==> src/rtl/imm_encoder.sv <==
// Encodes a signed immediate into the I/S/B fields of a RISC-V instruction word
// behind a valid/ready handshake. Define IMM_ENCODER_RANGE_CHECK_EN to flag immediates that do not fit.
module imm_encoder #(
    parameter int ERRCNT_W = 8
) (
    input  logic                clk,
    input  logic                reset,
    input  logic                in_valid,
    output logic                in_ready,
    input  logic [31:0]         base_instr,
    input  logic [1:0]          immsrc,
    input  logic [31:0]         imm_data,
    output logic                out_valid,
    input  logic                out_ready,
    output logic [31:0]         instr,
    output logic                imm_err,
    output logic [ERRCNT_W-1:0] err_count
);

    typedef enum logic [1:0] {IDLE, ENC, DONE} state_t;

    state_t             state, state_nxt;
    logic               capture;
    logic               deliver;
    logic [31:0]        base_p0;
    logic [1:0]         src_p0;
    logic signed [31:0] imm_p0;

    function automatic logic [31:0] encode(input logic [31:0] base, input logic [1:0] src,
                                           input logic signed [31:0] imm);
        logic [31:0] r;
        r = base;
        case (src)
            2'b00: r[31:20] = imm[11:0];
            2'b01: begin
                r[31:25] = imm[11:5];
                r[11:7]  = imm[4:0];
            end
            2'b10: begin
                r[31]    = imm[12];
                r[30:25] = imm[10:5];
                r[11:8]  = imm[4:1];
                r[7]     = imm[11];
            end
            default: r = base;
        endcase
        return r;
    endfunction

`ifdef IMM_ENCODER_RANGE_CHECK_EN
    // Immediate fits when all bits above the field's sign bit replicate it.
    function automatic logic range_err(input logic [1:0] src, input logic signed [31:0] imm);
        logic r;
        case (src)
            2'b00, 2'b01: r = !((&imm[31:11]) || !(|imm[31:11]));
            2'b10:        r = !((&imm[31:12]) || !(|imm[31:12])) || imm[0];
            default:      r = 1'b1;
        endcase
        return r;
    endfunction
`endif

    function automatic logic [ERRCNT_W-1:0] sat_inc(input logic [ERRCNT_W-1:0] cnt);
        return (&cnt) ? cnt : cnt + 1'b1;
    endfunction

    always_comb begin
        state_nxt = state;
        in_ready  = 1'b0;
        out_valid = 1'b0;
        capture   = 1'b0;
        deliver   = 1'b0;
        case (state)
            IDLE: begin
                in_ready = 1'b1;
                capture  = in_valid;
                if (in_valid) state_nxt = ENC;
            end
            ENC: state_nxt = DONE;
            DONE: begin
                out_valid = 1'b1;
                in_ready  = out_ready;
                deliver   = out_ready;
                capture   = out_ready && in_valid;
                if (out_ready) state_nxt = in_valid ? ENC : IDLE;
            end
            default: state_nxt = IDLE;
        endcase
    end

    always_ff @(posedge clk) begin
        if (reset) state <= IDLE;
        else       state <= state_nxt;
    end

    // p0: captured request
    always_ff @(posedge clk) begin
        if (capture) begin
            base_p0 <= base_instr;
            src_p0  <= immsrc;
            imm_p0  <= imm_data;
        end
    end

    // p1: encoded result, held until delivered
    always_ff @(posedge clk) begin
        if (reset) begin
            instr   <= '0;
            imm_err <= 1'b0;
        end else if (state == ENC) begin
            instr   <= encode(base_p0, src_p0, imm_p0);
`ifdef IMM_ENCODER_RANGE_CHECK_EN
            imm_err <= range_err(src_p0, imm_p0);
`else
            imm_err <= (src_p0 == 2'b11);
`endif
        end
    end

    always_ff @(posedge clk) begin
        if (reset)                   err_count <= '0;
        else if (deliver && imm_err) err_count <= sat_inc(err_count);
    end

endmodule

==> config.mk <==
export PLATFORM = sky130hd
export DESIGN_NAME = imm_encoder
export DESIGN_NICKNAME = d
export VERILOG_FILES = /design/src/rtl/imm_encoder.sv
export SDC_FILE = /design/constraint.sdc
export NUM_CORES = 1
export LEC_CHECK = 0
export BUFFER_PORTS_ARGS = -buffer_cell sky130_fd_sc_hd__buf_2
export CORE_MARGIN = 8
export CORE_UTILIZATION = 45
export CTS_CLUSTER_DIAMETER = 60
export DETAILED_ROUTE_END_ITERATION = 8
export GPL_ROUTABILITY_DRIVEN = 0
export PLACE_DENSITY = 0.73
export SETUP_SLACK_MARGIN = 0.02
export SLEW_MARGIN = 0
export SYNTH_ARGS = -nofsm -noshare
export SYNTH_HDL_FRONTEND = slang
export SYNTH_SLANG_ARGS = --single-unit
==> constraint.sdc <==
create_clock -name clk -period 2.85 [get_ports clk]
set_input_delay 0.285 -clock clk [delete_from_list [all_inputs] [get_ports clk]]
set_output_delay 0.285 -clock clk [all_outputs]
set_load 0.01 [all_outputs]
Yosys cells after proc, flatten, opt, wreduce, memory -nomap -nowiden
Index checks and enable logic that the tools add are counted.
{"block": "word_totals", "elab_cells": 35, "ff_bits": 90, "input_bits": 70, "out_inout_bits": 43}
{"block": "classes", "muxes": 11, "n_reduce_logical": 8, "eq_ne": 7, "bitwise_logic": 1, "n_addsub": 1}
{"operator": "case mux 7 bit (2 select lines)", "count": 1}
{"operator": "case mux 5 bit (2 select lines)", "count": 1}
{"operator": "adder 8 x 1 -> 8 bit (second input constant)", "count": 1}
{"operator": "AND reduction 8 bit", "count": 1}
{"operator": "equality test 2 bit (second input constant)", "count": 3}
{"operator": "case mux 2 bit (3 select lines)", "count": 1}
{"operator": "two-way mux 5 bit", "count": 1}
{"operator": "equality test 2 x 1 -> 1 bit (second input constant)", "count": 2}
{"operator": "logical NOT 2 bit", "count": 2}
{"operator": "two-way mux 2 bit", "count": 2}
{"operator": "inequality test 2 bit (second input constant)", "count": 2}
{"operator": "case mux 1 bit (2 select lines)", "count": 2}
{"operator": "AND reduction 2 bit", "count": 2}
{"operator": "two-way mux 1 bit", "count": 3}
{"operator": "logical AND 1 bit", "count": 2}
{"operator": "OR reduction 2 bit", "count": 1}
{"operator": "inverter 1 bit", "count": 1}

Depth between registers and ports, before layout
{"block": "logic_depth", "depth_word": 4, "depth_mapped": 7, "ltp_nobuf": 6}

Worst setup path after synthesis
No wires, ideal clock.
{"block": "synth_path", "path_type": "input -> register", "start": "input out_ready", "end": "register base_p0[0], enable pin", "arrival_ns": 1.778, "setup_ns": 0.410, "required_ns": 2.440, "cell_stages": 3, "slack_ns": 0.663, "path_buffers": 0, "cell_sequence": "inv_1 a21oi_1 and2_1"}
{"block": "synth_via", "elab_chain_len": 2}
{"element": "from (decl)", "line_no": "14", "text": "input logic out_ready,"}
{"element": "logical AND 1 bit", "line_no": "84", "text": "capture = out_ready && in_valid;"}
{"element": "case mux 1 bit (2 select lines)", "line_no": "73", "text": "case (state)"}
{"element": "net capture", "line_no": "23", "text": "logic capture;"}
{"element": "to (signal assigned)", "line_no": "99", "text": "base_p0 <= base_instr;"}
{"element": "to (decl)", "line_no": "25", "text": "logic [31:0] base_p0;"}
The timed path passes the listed nets, and every way through them passes these cells.
A chain may end at the register's enable or synchronous reset.

Worst setup path in the final report
{"block": "layout_path", "start": "register src_p0[0]", "end": "register instr[30]"}
{"block": "layout_via", "elab_chain_len": 3, "elab_cells_between_ends": 5, "classes_between": "eq/ne (2); mux (1); reduce/logical (2)"}
{"element": "from (decl)", "line_no": "26", "text": "logic [1:0] src_p0;"}
{"element": "from (signal assigned)", "line_no": "100", "text": "src_p0 <= immsrc;"}
{"element": "equality test 2 x 1 -> 1 bit or logical NOT 2 bit (tied branches)", "line_no": "33", "text": "case (src)"}
{"element": "OR reduction 2 bit (no source line)"}
{"element": "case mux 7 bit (2 select lines) (*)", "line_no": "33"}
{"element": "to (signal assigned)", "line_no": "111", "text": "instr <= encode(base_p0, src_p0, imm_p0);"}
{"element": "to (decl)", "line_no": "15", "text": "output logic [31:0] instr,"}
Mark *: on every way between the ends. The rest lies on a longest branch, timed or not.

==> impl_metrics.csv <==
group,metric,value,unit
cts,clockRootBuffer,"clkbuf_8",
worst_hold_path,hold_end,"base_p0[2]",
cts,cts_hold_buf,0,
timing,hold_viol_final,0,
synthesis,syn_avg_cell_area,12.0,um2
final_layout,drive_above_1_share,0.322,
cts,cts_tree,"yes",
routing,drt_iter0_markers,73,
synthesis,yosysWarnings,0,
setup_path,reg2regPathDepth,6,
timing,rsz0062_at_grt,"no",
final_layout,design_area,4050,um2
cts,cts.sink_count,90,
synthesis,synthTopCellsByArea,"edfxtp_1, dfxtp_1, nand2_1, a21oi_1, mux2i_1",
cts,cts_setup_buffers,0,
cts,htree_levels,3,
synthesis,synth_seq_cells,90,
power,comb_power_share,0.077,
die,initial_core_util,0.460,
setup_path,rr_endpoint,"instr[30]",
setup_path,crit_fanout,7,
place,placed_cell_area,3820,um2
timing,fin_crit,2.11,ns
die,core_area,7140,um2
cts,clock_latency,0.35,ns
global_routing,grt_usage,0.141,
routing,vias,2304,
timing,worst_pin_slew,0.823,ns
final_layout,finalNetCount,439,
timing,max_freq,0.473,GHz
final_layout,multi_input_area,925,um2
global_routing,grt_overflow,0,
die,die_w,101,um
worst_hold_path,hold_class,"in2reg",
routing,antenna_left,0,
final_layout,num_antenna_cells,0,
cts,clock_path_buffers,2,
synthesis,synth.net_count,348,
setup_path,critPathKind,"reg2reg",
timing,finalClockSkew,0.0104,ns
setup_path,reg2reg_slack,0.74,ns
power,net-switching-power,0.593,mW
cts,cts_repair_resize_count,0,
final_layout,area_delta_synth_final,23.6,%
final_layout,final_util,0.568,
synthesis,synth_cell_type_count,32,
final_layout,stdcell_count,468,
power,p_int,2.03,mW
global_routing,grt_max_degree,49,
power,netSwitchingFraction,0.226,
timing,slew_violations,0,
global_routing,antenna_found_initial,0,
routing,first_pass_iters,5,
worst_hold_path,hold_depth,1,
timing,setup_tns,0,ns
setup_path,arrival,2.39,ns
timing,max_slew_margin,0.452,
worst_hold_path,min_from,"base_instr[2]",
routing,wl_per_cell,14.6,um
run,maxCapViolations,0,
global_routing,grt_pass1_vias,2349,
run_status,status,"finished clean",
place,dp_cells,452,
cts,clk_pin_slew,0.09,ns
cts,cts_made_buffers,9,
synthesis,synth_enable_flop_cells,47,
synthesis,synth_most_common_cell,"nand2_1",
final_layout,seqCellArea,2270,um2
setup_path,cp-start-kind,"flop",
synthesis,yosys_most_used_dff,"edfxtp_1",
place,portBuffers,93,
routing,drc_errors,0,
power,p_leak,1.66,nW
power,power_frac_seq,0.562,
synthesis,netlist_instances,273,
power,pwr-share-clk,0.361,
power,vdd_drop_max,426,uV
synthesis,synth_area_leader_cell,"edfxtp_1",
place,dp_hpwl,4710,um
power,power_density,646,nW/um2
synthesis,synth_sequential_area_ratio,0.693,
setup_path,reg2reg_from,"src_p0[0]",
setup_path,cp.required,3.12,ns
global_routing,grt_pass1_wl,11100,um
synthesis,synthTopCellsByCount,"nand2_1, edfxtp_1, dfxtp_1",
timing,layout_worst_path_cycle_share,0.741,
synthesis,syn-cell-area,3280,um2
die,dieArea,10300,um2
synthesis,yosys.area.top_type_share,0.430,
final_layout,n_fill_cell,657,
die,rows,31,
die,die_h,101,um
setup_path,cp-end-kind,"flop",
routing,vias_per_cell,4.92,
synthesis,async_reset_ff_frac,0,
die,io_pins,113,
timing,finalSetupViolations,0,
routing,wl,6840,um
## area by class of cell
cell class,instances,area share
Timing Repair Buffer,95,0.119
Multi-Input combinational cell,163,0.228
Clock inverter,3,0.00525
Inverter,5,0.00463
Clock buffer,13,0.0525
Sequential cell,90,0.560
Tap cell,99,0.0306
## cells by family (layout without fill, tap and decap cells)
family                   after synthesis  count (layout)  share of synthesized area
AND/OR/NAND/NOR                       97              97                      0.135
flip-flops                            90              90                      0.693
AO/OA/AOI/OAI                         51              51                     0.0961
buffers and inverters                 20             116                     0.0256
multiplexers                           8               8                     0.0259
adder cells (fa/ha/maj)                5               5                     0.0191
XOR/XNOR                               2               2                    0.00534
## how the worst max path moves through the flow
stage	startpoint	end	slack [ns]
floorplan	out_ready	base_p0[0]	0.66
global placement	src_p0[0]	instr[26]	0.92
detailed placement	src_p0[0]	instr[30]	0.81
CTS	src_p0[0]	instr[30]	0.76
global route	src_p0[0]	instr[29]	0.52
finish	src_p0[0]	instr[30]	0.74
## layout by cell type, fill, tap and decap left out, drive strengths merged, types with 2 or more instances in the layout
| cell | count |
|---|---|
| mux2i | 7 |
| nand3 | 8 |
| and2 | 2 |
| nand4 | 2 |
| buf | 95 |
| ha | 5 |
| a31oi | 6 |
| o211ai | 2 |
| a211oi | 5 |
| inv | 6 |
| nor2b | 6 |
| clkbuf | 13 |
| nand2 | 48 |
| nor2 | 16 |
| dfxtp | 43 |
| and3 | 2 |
| and2b | 2 |
| o21ai | 3 |
| nor3 | 7 |
| a21oi | 27 |
| xor2 | 2 |
| edfxtp | 47 |
| a311oi | 5 |
## critical path: stages (launching register included)
cell,delay [ns]
edfxtp_1,0.45
inv_1,0.12
ha_1,0.39
nor3_1,0.10
nor3_1,0.66
nand2_1,0.14
a31oi_1,0.18
## registers in the layout (all words and copies together), names as in the netlist
name and cells:
src_p0 2, instr 32, base_p0 32, imm_p0 13, imm_err 1, state 2, err_count 8
## metrics by stage
stage	power [mW]	hold slack (ns)	worst slack [ns]
6_report	2.62	0.0971	0.737
5_1_grt	2.74	0.0685	0.523
4_1_cts	2.65	0.0760	0.756
3_5_place_dp	1.71	0.443	0.813
3_3_place_gp	1.70	0.440	0.918
2_1_floorplan	1.61	0.384	0.663
## power by group through the flow
stage	sequential, mW	clock, mW	combinational [mW]
final	1.47	0.946	0.202
after global routing	1.48	1.03	0.227
after CTS	1.47	0.974	0.207
after detailed placement	1.50	0	0.206
after global placement	1.50	0	0.201
after floorplan	1.51	0	0.104
## layer usage
layer  up-vias  global-route usage  part of all wire
met5         -                   0                 0
met4         0              0.0710             0.020
met3        13              0.0481             0.060
met2        71               0.235              0.50
met1      1070               0.156              0.42
li1       1150                   -                 -
No activity file was read; power rests on OpenSTA's default activity.
